`src/rtl/lru_replace_ctrl.sv`:
```
// Replacement controller for one cache bank: forwards hits to the tree-LRU update port and
// walks each miss through victim choice, optional dirty writeback, refill and fill.
module lru_replace_ctrl #(
    parameter int ASSOCIATIVITY = 4,
    parameter int ENTRIES       = 256,
    parameter int INDEX_BITS    = 8,
    parameter int OUTPUT_BITS   = 2
) (
    input  logic                     clk,
    input  logic                     rst_n,
    input  logic                     hit_valid,
    input  logic [INDEX_BITS-1:0]    hit_index,
    input  logic [OUTPUT_BITS-1:0]   hit_way,
    output logic                     hit_ready,
    input  logic                     miss_valid,
    input  logic [INDEX_BITS-1:0]    miss_index,
    input  logic [ASSOCIATIVITY-1:0] miss_valid_vec,
    input  logic [ASSOCIATIVITY-1:0] miss_dirty_vec,
    output logic                     miss_ready,
    output logic                     miss_done,
    output logic [INDEX_BITS-1:0]    line_selector,
    input  logic [OUTPUT_BITS-1:0]   lru_way,
    output logic                     lru_update,
    output logic [OUTPUT_BITS-1:0]   referenced_set,
    output logic                     wb_valid,
    output logic [INDEX_BITS-1:0]    wb_index,
    output logic [OUTPUT_BITS-1:0]   wb_way,
    input  logic                     wb_ready,
    output logic                     mem_req_valid,
    output logic [INDEX_BITS-1:0]    mem_req_index,
    input  logic                     mem_req_ready,
    input  logic                     mem_resp_valid,
    output logic                     fill_valid,
    output logic [INDEX_BITS-1:0]    fill_index,
    output logic [OUTPUT_BITS-1:0]   fill_way
);

    if (ENTRIES != (1 << INDEX_BITS)) begin : g_bad_entries
        $error("ENTRIES must equal 2**INDEX_BITS");
    end
    if (ASSOCIATIVITY != (1 << OUTPUT_BITS) || ASSOCIATIVITY < 4) begin : g_bad_ways
        $error("ASSOCIATIVITY must equal 2**OUTPUT_BITS and be at least 4");
    end

    typedef enum logic [2:0] {IDLE, LOOKUP, WB, REQ, WAIT, FILL} state_t;

    state_t                   state;
    logic [INDEX_BITS-1:0]    idx_q;
    logic [ASSOCIATIVITY-1:0] valid_q;
    logic [ASSOCIATIVITY-1:0] dirty_q;
    logic [OUTPUT_BITS-1:0]   victim_q;

    logic [OUTPUT_BITS-1:0]   first_invalid;
    logic                     any_invalid;
    logic [OUTPUT_BITS-1:0]   lookup_victim;
    logic                     lookup_dirty;
    logic                     hit_window;
    logic                     hit_take;

    // Downward scan so the lowest-numbered invalid way is the one left standing.
    always_comb begin
        first_invalid = '0;
        any_invalid   = 1'b0;
        for (int i = ASSOCIATIVITY - 1; i >= 0; i--) begin
            if (!valid_q[i]) begin
                first_invalid = OUTPUT_BITS'(i);
                any_invalid   = 1'b1;
            end
        end
        lookup_victim = any_invalid ? first_invalid : lru_way;
        lookup_dirty  = !any_invalid && dirty_q[lru_way];
    end

    always_ff @(posedge clk or negedge rst_n) begin
        if (!rst_n) begin
            state    <= IDLE;
            idx_q    <= '0;
            valid_q  <= '0;
            dirty_q  <= '0;
            victim_q <= '0;
        end else begin
            case (state)
                IDLE: begin
                    if (miss_valid && !hit_valid) begin
                        idx_q   <= miss_index;
                        valid_q <= miss_valid_vec;
                        dirty_q <= miss_dirty_vec;
                        state   <= LOOKUP;
                    end
                end
                LOOKUP: begin
                    victim_q <= lookup_victim;
                    state    <= lookup_dirty ? WB : REQ;
                end
                WB:      if (wb_ready)       state <= REQ;
                REQ:     if (mem_req_ready)  state <= WAIT;
                WAIT:    if (mem_resp_valid) state <= FILL;
                FILL:    state <= IDLE;
                default: state <= IDLE;
            endcase
        end
    end

    assign hit_window = (state == IDLE) || (state == WB) || (state == REQ) || (state == WAIT);
    assign hit_take   = hit_window && hit_valid;

    // Outputs are held at zero while reset is asserted, independent of the inputs.
    always_comb begin
        hit_ready      = 1'b0;
        miss_ready     = 1'b0;
        miss_done      = 1'b0;
        line_selector  = '0;
        lru_update     = 1'b0;
        referenced_set = '0;
        wb_valid       = 1'b0;
        wb_index       = '0;
        wb_way         = '0;
        mem_req_valid  = 1'b0;
        mem_req_index  = '0;
        fill_valid     = 1'b0;
        fill_index     = '0;
        fill_way       = '0;
        if (rst_n) begin
            hit_ready     = hit_window;
            miss_ready    = (state == IDLE) && !hit_valid;
            line_selector = (state == IDLE) ? miss_index : idx_q;
            if (hit_take) begin
                line_selector  = hit_index;
                lru_update     = 1'b1;
                referenced_set = hit_way;
            end
            if (state == WB) begin
                wb_valid = 1'b1;
                wb_index = idx_q;
                wb_way   = victim_q;
            end
            if (state == REQ) begin
                mem_req_valid = 1'b1;
                mem_req_index = idx_q;
            end
            if (state == FILL) begin
                fill_valid     = 1'b1;
                fill_index     = idx_q;
                fill_way       = victim_q;
                lru_update     = 1'b1;
                referenced_set = victim_q;
                miss_done      = 1'b1;
            end
        end
    end

endmodule

```
`config.mk`:
```
export PLATFORM = sky130hd
export DESIGN_NAME = lru_replace_ctrl
export DESIGN_NICKNAME = d
export VERILOG_FILES = /design/src/rtl/lru_replace_ctrl.sv
export SDC_FILE = /design/constraint.sdc
export NUM_CORES = 1
export LEC_CHECK = 0
export CAP_MARGIN = 10
export CORE_MARGIN = 2
export CORE_UTILIZATION = 42
export CTS_BUF_LIST = sky130_fd_sc_hd__clkbuf_4
export DETAILED_ROUTE_END_ITERATION = 10
export GPL_TIMING_DRIVEN = 0
export PLACE_DENSITY = 0.88
export SLEW_MARGIN = 30
export SYNTH_ARGS = -nofsm -noshare
export SYNTH_HDL_FRONTEND = slang
export SYNTH_SLANG_ARGS = --single-unit
```
`constraint.sdc`:
```
create_clock -name clk -period 3.45 [get_ports clk]
set_clock_uncertainty 0.1 [all_clocks]
set_input_delay 0.5175 -clock clk [delete_from_list [all_inputs] [get_ports clk]]
set_output_delay 0.5175 -clock clk [all_outputs]
set_load 0.02 [all_outputs]
```
==> out/qor.yml, run 1 <==
outcome:
  status: "finished, final reports clean"
synth:
  synth.area.top_cells: "dfrtp_1, mux2_4, and2_1, mux2i_1, and3_1"
  async_flop_share_pct: 100
  synth_edf_count: 0
  syn_avg_cell_area_um2: 10.1
  yosysTopAreaCellShare_pct: 34.8
  ys_ff_latch: 21
  ys_seq_area_share_pct: 34.8
  netlist_area_mm2: 0.00151
  synth_fp_nets: 184
  ys_types: 36
  yosysWarnings: 0
  synth_ff_type: "dfrtp_1"
  yosys.area.top_type: "dfrtp_1"
  netlist_instances: 149
timing:
  max_freq_ghz: 0.310
  setup-violations-final: 0
  rsz0062_at_grt: "false"
  relSlewSlack_pct: 62.4
  maxSlewViolCount: 0
  setup-tns-final_ns: 0
  worst_pin_slew_ns: 0.564
  finalHoldViolCount: 0
  min_period_ns: 3.23
  finalCritPeriodShare_pct: 93.5
  hold_ws_ns: 0.0599
setup_path:
  critPathArrivalTime_ns: 2.61
  path_cells: "buf_2 > mux2i_1 > nand2_1 > a211oi_1 > clkdlybuf4s50_1"
  cp_data_required_time_ns: 2.83
  critical-path-slowest-cell: "clkdlybuf4s50_1"
  critPathBufInv: 2
  start_kind: "flip-flop"
  cp-end-kind: "output pin"
  cp_max_fo: 10
  critPathMaxStageDelay_ns: 0.67
  cp_top_family: "buffers and inverters"
  criticalPathCategory: "reg2out"
die:
  ios: 80
  core_area_mm2: 0.00339
  dieWidth_um: 64.0
  std_cell_rows: 21
  die_area_mm2: 0.00409
  initial_core_util_pct: 44.6
  die_height_um: 64.0
clocking:
  clkLatencyLatePin_ns: 0.32
  htree_levels: 1
  cts_setup_buffers: 0
  clkTransAtPathRegs_ns: 0.14
  clock_sinks: 21
  root_buffer: "clkbuf_4"
  cts_max_path_buffers: 2
  cts_resized: 0
  cts_tree: "done"
  numCtsBuffers: 3
  hold_buffers: 0
final_layout:
  syn_to_final_growth_pct: 57.8
  fill_cells: 252
  n_antenna_cell: 0
  fin_nets: 268
  drive_gt1_share_pct: 12.5
  final_area_mm2: 0.00238
power:
  combPwrFrac_pct: 62.1
  power_frac_clock_pct: 8.3
  switching_share_pct: 41.9
  p_int_uw: 926
  peakVddDrop_mv: 0.320
  p_leak_uw: 0.00101
  seqPwrFrac_pct: 29.6
  netSwitchingPower_uw: 667
  power_density_mw_per_mm2: 669
drt:
  via_count: 1488
  dr.pass1.iters: 4
  totalWireLength_um: 4300
  drtIter0Drc: 62
  postRouteAntennaNets: 0
  wl_per_cell_um: 15.5
  drc: 0
  vias_per_cell: 5.35
global_route:
  grt_pass1_vias: 1421
  antenna_found_initial: 0
  grtUsageTotal_pct: 21.6
  grt_pass1_wl_um: 6960
  grt_max_degree: 28
  globalRouteOverflowTotal: 0
run:
  max_cap_viol_count: 0
placed_design:
  dp.final_hpwl_um: 3210
  io_buffers: 79
  place_congestion: 0.814
  placed_area_mm2: 0.00235
hold_path:
  holdCritPathClass: "in2async"
==> layout by cell type (no fill, tap or decap), types with 2 or more instances in the layout <==
cell type	Yosys	routed
nand2b_1	3	3
mux2_1	5	5
clkdlybuf4s50_1	0	78
buf_6	2	2
nand2_1	5	5
mux2_4	10	10
nor3_1	9	9
o41ai_1	2	2
mux2i_1	9	9
clkbuf_1	5	5
clkbuf_4	0	3
a32oi_1	2	2
dfrtp_1	21	21
nor4b_1	2	2
and2_1	19	19
nor2_1	7	7
a211oi_1	9	9
buf_4	2	2
and3_1	12	12
o21ai_0	2	2
mux2_2	2	2
inv_1	2	2
buf_2	3	4
a21oi_1	2	2
==> routing by layer <==
layer | vias to the layer above | track usage [%] | part of all wire [%] | routed length (um)
met3 | 6 | 3.52 | 5.5 | 236
met2 | 56 | 35.8 | 49 | 2090
li1 | 711 | - | - | -
met1 | 715 | 29.1 | 45 | 1930
met4 | 0 | 5.71 | 0.98 | 42
met5 | - | 0 | 0 | 0
==> through the flow <==
| step | setup slack (ns) | utilization (%) | instances | total power [uW] |
|---|---|---|---|---|
| CTS | 0.244 | 70.3 | 278 | 1600 |
| detailed placement | 0.319 | 69.4 | 274 | 1460 |
| global placement | -0.459 | 69.6 | 274 | 1440 |
| floorplan | 1.25 | - | 149 | 1110 |
| global route | 0.0624 | 70.3 | 278 | 1700 |
| finish | 0.224 | 70.3 | 278 | 1590 |
==> worst reg2reg max path: cells and delay by family, from the launching register on <==
kind,cells,cell delay (ns)
buffers and inverters,3,0.58
DFF,1,0.41
muxes,1,0.30
and+or+nand+nor,2,0.27
==> final timing paths <==
kind	from	endpoint	slack, ns	cells after the start
worst min-delay path	rst_n	dirty_q[1]	0.06	1
worst max-delay path	state[2]	line_selector[0]	0.22	5
min in group clk	dirty_q[3]	dirty_q[3]	0.43	1
worst max register to register	state[1]	idx_q[4]	1.68	6
max in group asynchronous	rst_n	idx_q[6]	2.81	1
worst min register to register	dirty_q[3]	dirty_q[3]	0.43	1
==> sequential cells by signal, indices dropped and copies added (netlist names) <==
signal	count
idx_q	8
dirty_q	4
valid_q	4
state	3
victim_q	2
==> power groups by stage <==
stage	sequential, uW	clock, uW	combinational, uW
3_5_place_dp	476	0	988
2_1_floorplan	442	0	672
4_1_cts	471	135	992
3_3_place_gp	470	0	973
6_report	471	133	989
5_1_grt	492	144	1070
==> synthesized netlist by cell type, drive strengths merged (3+ instances only) <==
cell type,n
dfrtp,21
and2,19
mux2,17
and3,12
nor3,10
a211oi,9
mux2i,9
buf,7
nor2,7
clkbuf,5
nand2,5
inv,3
nand2b,3
==> area by class of cell <==
type                    instances  area [um2]  share of cell area [%]
plain buffers                  12        71.3                    2.99
multi-input cells             113         902                    37.8
clock inverters                 1        7.51                   0.315
clock buffers                   3        22.5                   0.945
repair buffers                 79         786                    33.0
flip-flops and latches         21         526                    22.0
well taps                      46        57.6                    2.41
inverters                       3        11.3                   0.472
==> logic make-up (layout without fill, tap and decap cells) <==
kind of cell	count (synthesis)	after routing	share of synthesized area, %
AOI/OAI and AO/OA	22	22	11.3
xor gates and xnor gates	1	1	0.580
buffers and inverters	15	98	5.47
DFF	21	21	34.8
muxes	27	27	22.6
and+or+nand+nor	63	63	25.3
Power figures use the tool's default switching activity.
==> run 2, diff against run 1 <==
Settings changed: SKIP_CTS_REPAIR_TIMING set to 1.
==> results of run 2 <==
Same layout as run 1: the final DEF is identical, and so are final timing and power.
==> run 3, diff against run 2 <==
Settings changed: CORE_UTILIZATION 42 to 37, PLACE_DENSITY 0.88 to 0.82.
Clock period 3.45 ns to 2.9 ns, I/O delays scaled along.
==> run 3 against run 2 <==
  * Critical path depth unchanged
  * Via count decreased by 0.27%
  * Count of clock-buffer cells in the layout unchanged
  * Worst setup slack got worse by 0.13 ns
  * Power increased by 20%
==> out/qor.yml, run 3 (synthesis results as in run 1) <==
timing:
  maxSlewViolCount: 0
  finalCritPeriodShare_pct: 96.6
  max_freq_ghz: 0.357
  min_period_ns: 2.80
  finalHoldViolCount: 0
  worst_pin_slew_ns: 0.954
  setup-violations-final: 0
  rsz0062_at_grt: "false"
  setup_ws_ns: 0.0976
  relSlewSlack_pct: 36.2
drt:
  via_count: 1484
  postRouteAntennaNets: 0
  dr.pass1.iters: 4
  drc: 0
  wl_per_cell_um: 16.5
  totalWireLength_um: 4670
  drtIter0Drc: 60
  vias_per_cell: 5.24
clocking:
  clkLatencyLatePin_ns: 0.31
  cts_tree: "done"
  clkTransAtPathRegs_ns: 0.12
  cts_max_path_buffers: 2
  root_buffer: "clkbuf_4"
  clock_sinks: 21
  htree_levels: 1
  numCtsBuffers: 3
setup_path:
  start_kind: "flip-flop"
  criticalPathCategory: "reg2out"
  critPathBufInv: 2
  cp_data_required_time_ns: 2.37
  rrSetupSlack_ns: 1.12
  path_cells: "nor2b_1 > and3_1 > clkbuf_1 > and2_1 > clkdlybuf4s50_1"
  cp-end-kind: "output pin"
  regToRegEndpoint: "idx_q[5]"
  cp_max_fo: 9
  cp_top_family: "buffers and inverters"
  critPathMaxStageDelay_ns: 0.61
  r2r_start: "state[1]"
  critPathArrivalTime_ns: 2.27
  critical-path-slowest-cell: "clkdlybuf4s50_1"
  worstSetupStartpoint: "state[2]"
  r2r_cells: 6
power:
  netSwitchingPower_uw: 807
  switching_share_pct: 42.3
  seqPwrFrac_pct: 29.6
  combPwrFrac_pct: 62.8
  p_leak_uw: 0.00114
  peakVddDrop_mv: 0.469
  power_density_mw_per_mm2: 787
  power_frac_clock_pct: 7.7
  p_int_uw: 1100
global_route:
  grtUsageTotal_pct: 20.1
  antenna_found_initial: 0
  grt_max_degree: 28
  grt_pass1_vias: 1412
  globalRouteOverflowTotal: 0
  grt_pass1_wl_um: 6820
placed_design:
  dp_slack_ns: -0.0959
  dp.final_hpwl_um: 3450
  place_congestion: 0.790
  io_buffers: 79
  placed_area_mm2: 0.00236
final_layout:
  fill_cells: 347
  drive_gt1_share_pct: 14.2
  syn_to_final_growth_pct: 60.7
  layout_common_cells: "clkdlybuf4s50_1, dfrtp_1, and2_1"
  mostFrequentLayoutCell: "clkdlybuf4s50_1"
  fin_nets: 269
  largest_reg_flops: 8
  postLayoutCoreUtil_pct: 61.1
  final_area_mm2: 0.00243
  top_regs: "idx_q (8), dirty_q (4), valid_q (4)"
  regArea_um2: 526
  top_register: "idx_q"
  multiInputGateArea_um2: 908
  n_antenna_cell: 0
die:
  std_cell_rows: 23
  ios: 80
  die_area_mm2: 0.00461
  dieWidth_um: 67.9
  die_height_um: 67.9
  initial_core_util_pct: 38.0
  core_area_mm2: 0.00397
hold_path:
  worstHoldStart: "dirty_q[2]"
  min_path_cells: 1
  holdCritPathClass: "reg2reg"
  holdPathEnd: "dirty_q[2]"
run:
  max_cap_viol_count: 0
outcome:
  status: "finished, final reports clean"
==> run 3: worst register-to-register path, stage by stage, from the launching register on <==
cell and delay, ns:
dfrtp_1 0.41, buf_6 0.14, nor3_2 0.11, buf_4 0.25, nand3_4 0.16, buf_6 0.20
mux2_4 0.31
==> run 3: area by class of cell <==
cell class	count	share of cell area [%]
inverter	3	0.464
timing repair buffer	80	33.7
buffer	12	3.04
multi-input combinational	113	37.4
sequential	21	21.6
clock buffer	3	0.928
tap	50	2.58
clock inverter	1	0.206
==> run 3: power by group through the flow <==
stage | combinational (uW) | clock (uW) | sequential [uW]
2_1_floorplan | 799 | 0 | 526
3_3_place_gp | 1160 | 0 | 561
3_5_place_dp | 1190 | 0 | 568
4_1_cts | 1190 | 150 | 563
5_1_grt | 1290 | 158 | 590
6_report | 1200 | 146 | 565
==> run 3: layer usage <==
metal / routed length, um / vias to the layer above / global-route usage (%)
met1: 1970 / 711 / 25.4
met3: 258 / 8 / 3.45
li1: - / 711 / -
met2: 2360 / 54 / 34.2
met4: 87 / 0 / 7.50
met5: 0 / - / 0
==> run 3: worst max-delay path by stage <==
stage / end / slack, ns / cells past startpoint
3_3_place_gp: wb_way[1] / -0.85 / 6
4_1_cts: line_selector[7] / -0.18 / 5
5_1_grt: wb_index[5] / 0.02 / 5
3_5_place_dp: wb_way[1] / -0.1 / 6
2_1_floorplan: line_selector[0] / 0.79 / 4
6_report: mem_req_index[4] / 0.1 / 5
==> run 3: metrics by stage <==
stage,hold WS [ns],std cells,power [uW],TNS (ns)
global route,0.449,283,2030,0
floorplan,0.0394,149,1320,0
finish,0.430,283,1910,0
global placement,0.369,278,1730,-28.27
CTS,-0.00290,282,1900,-1.63
detailed placement,0.353,278,1750,-0.683
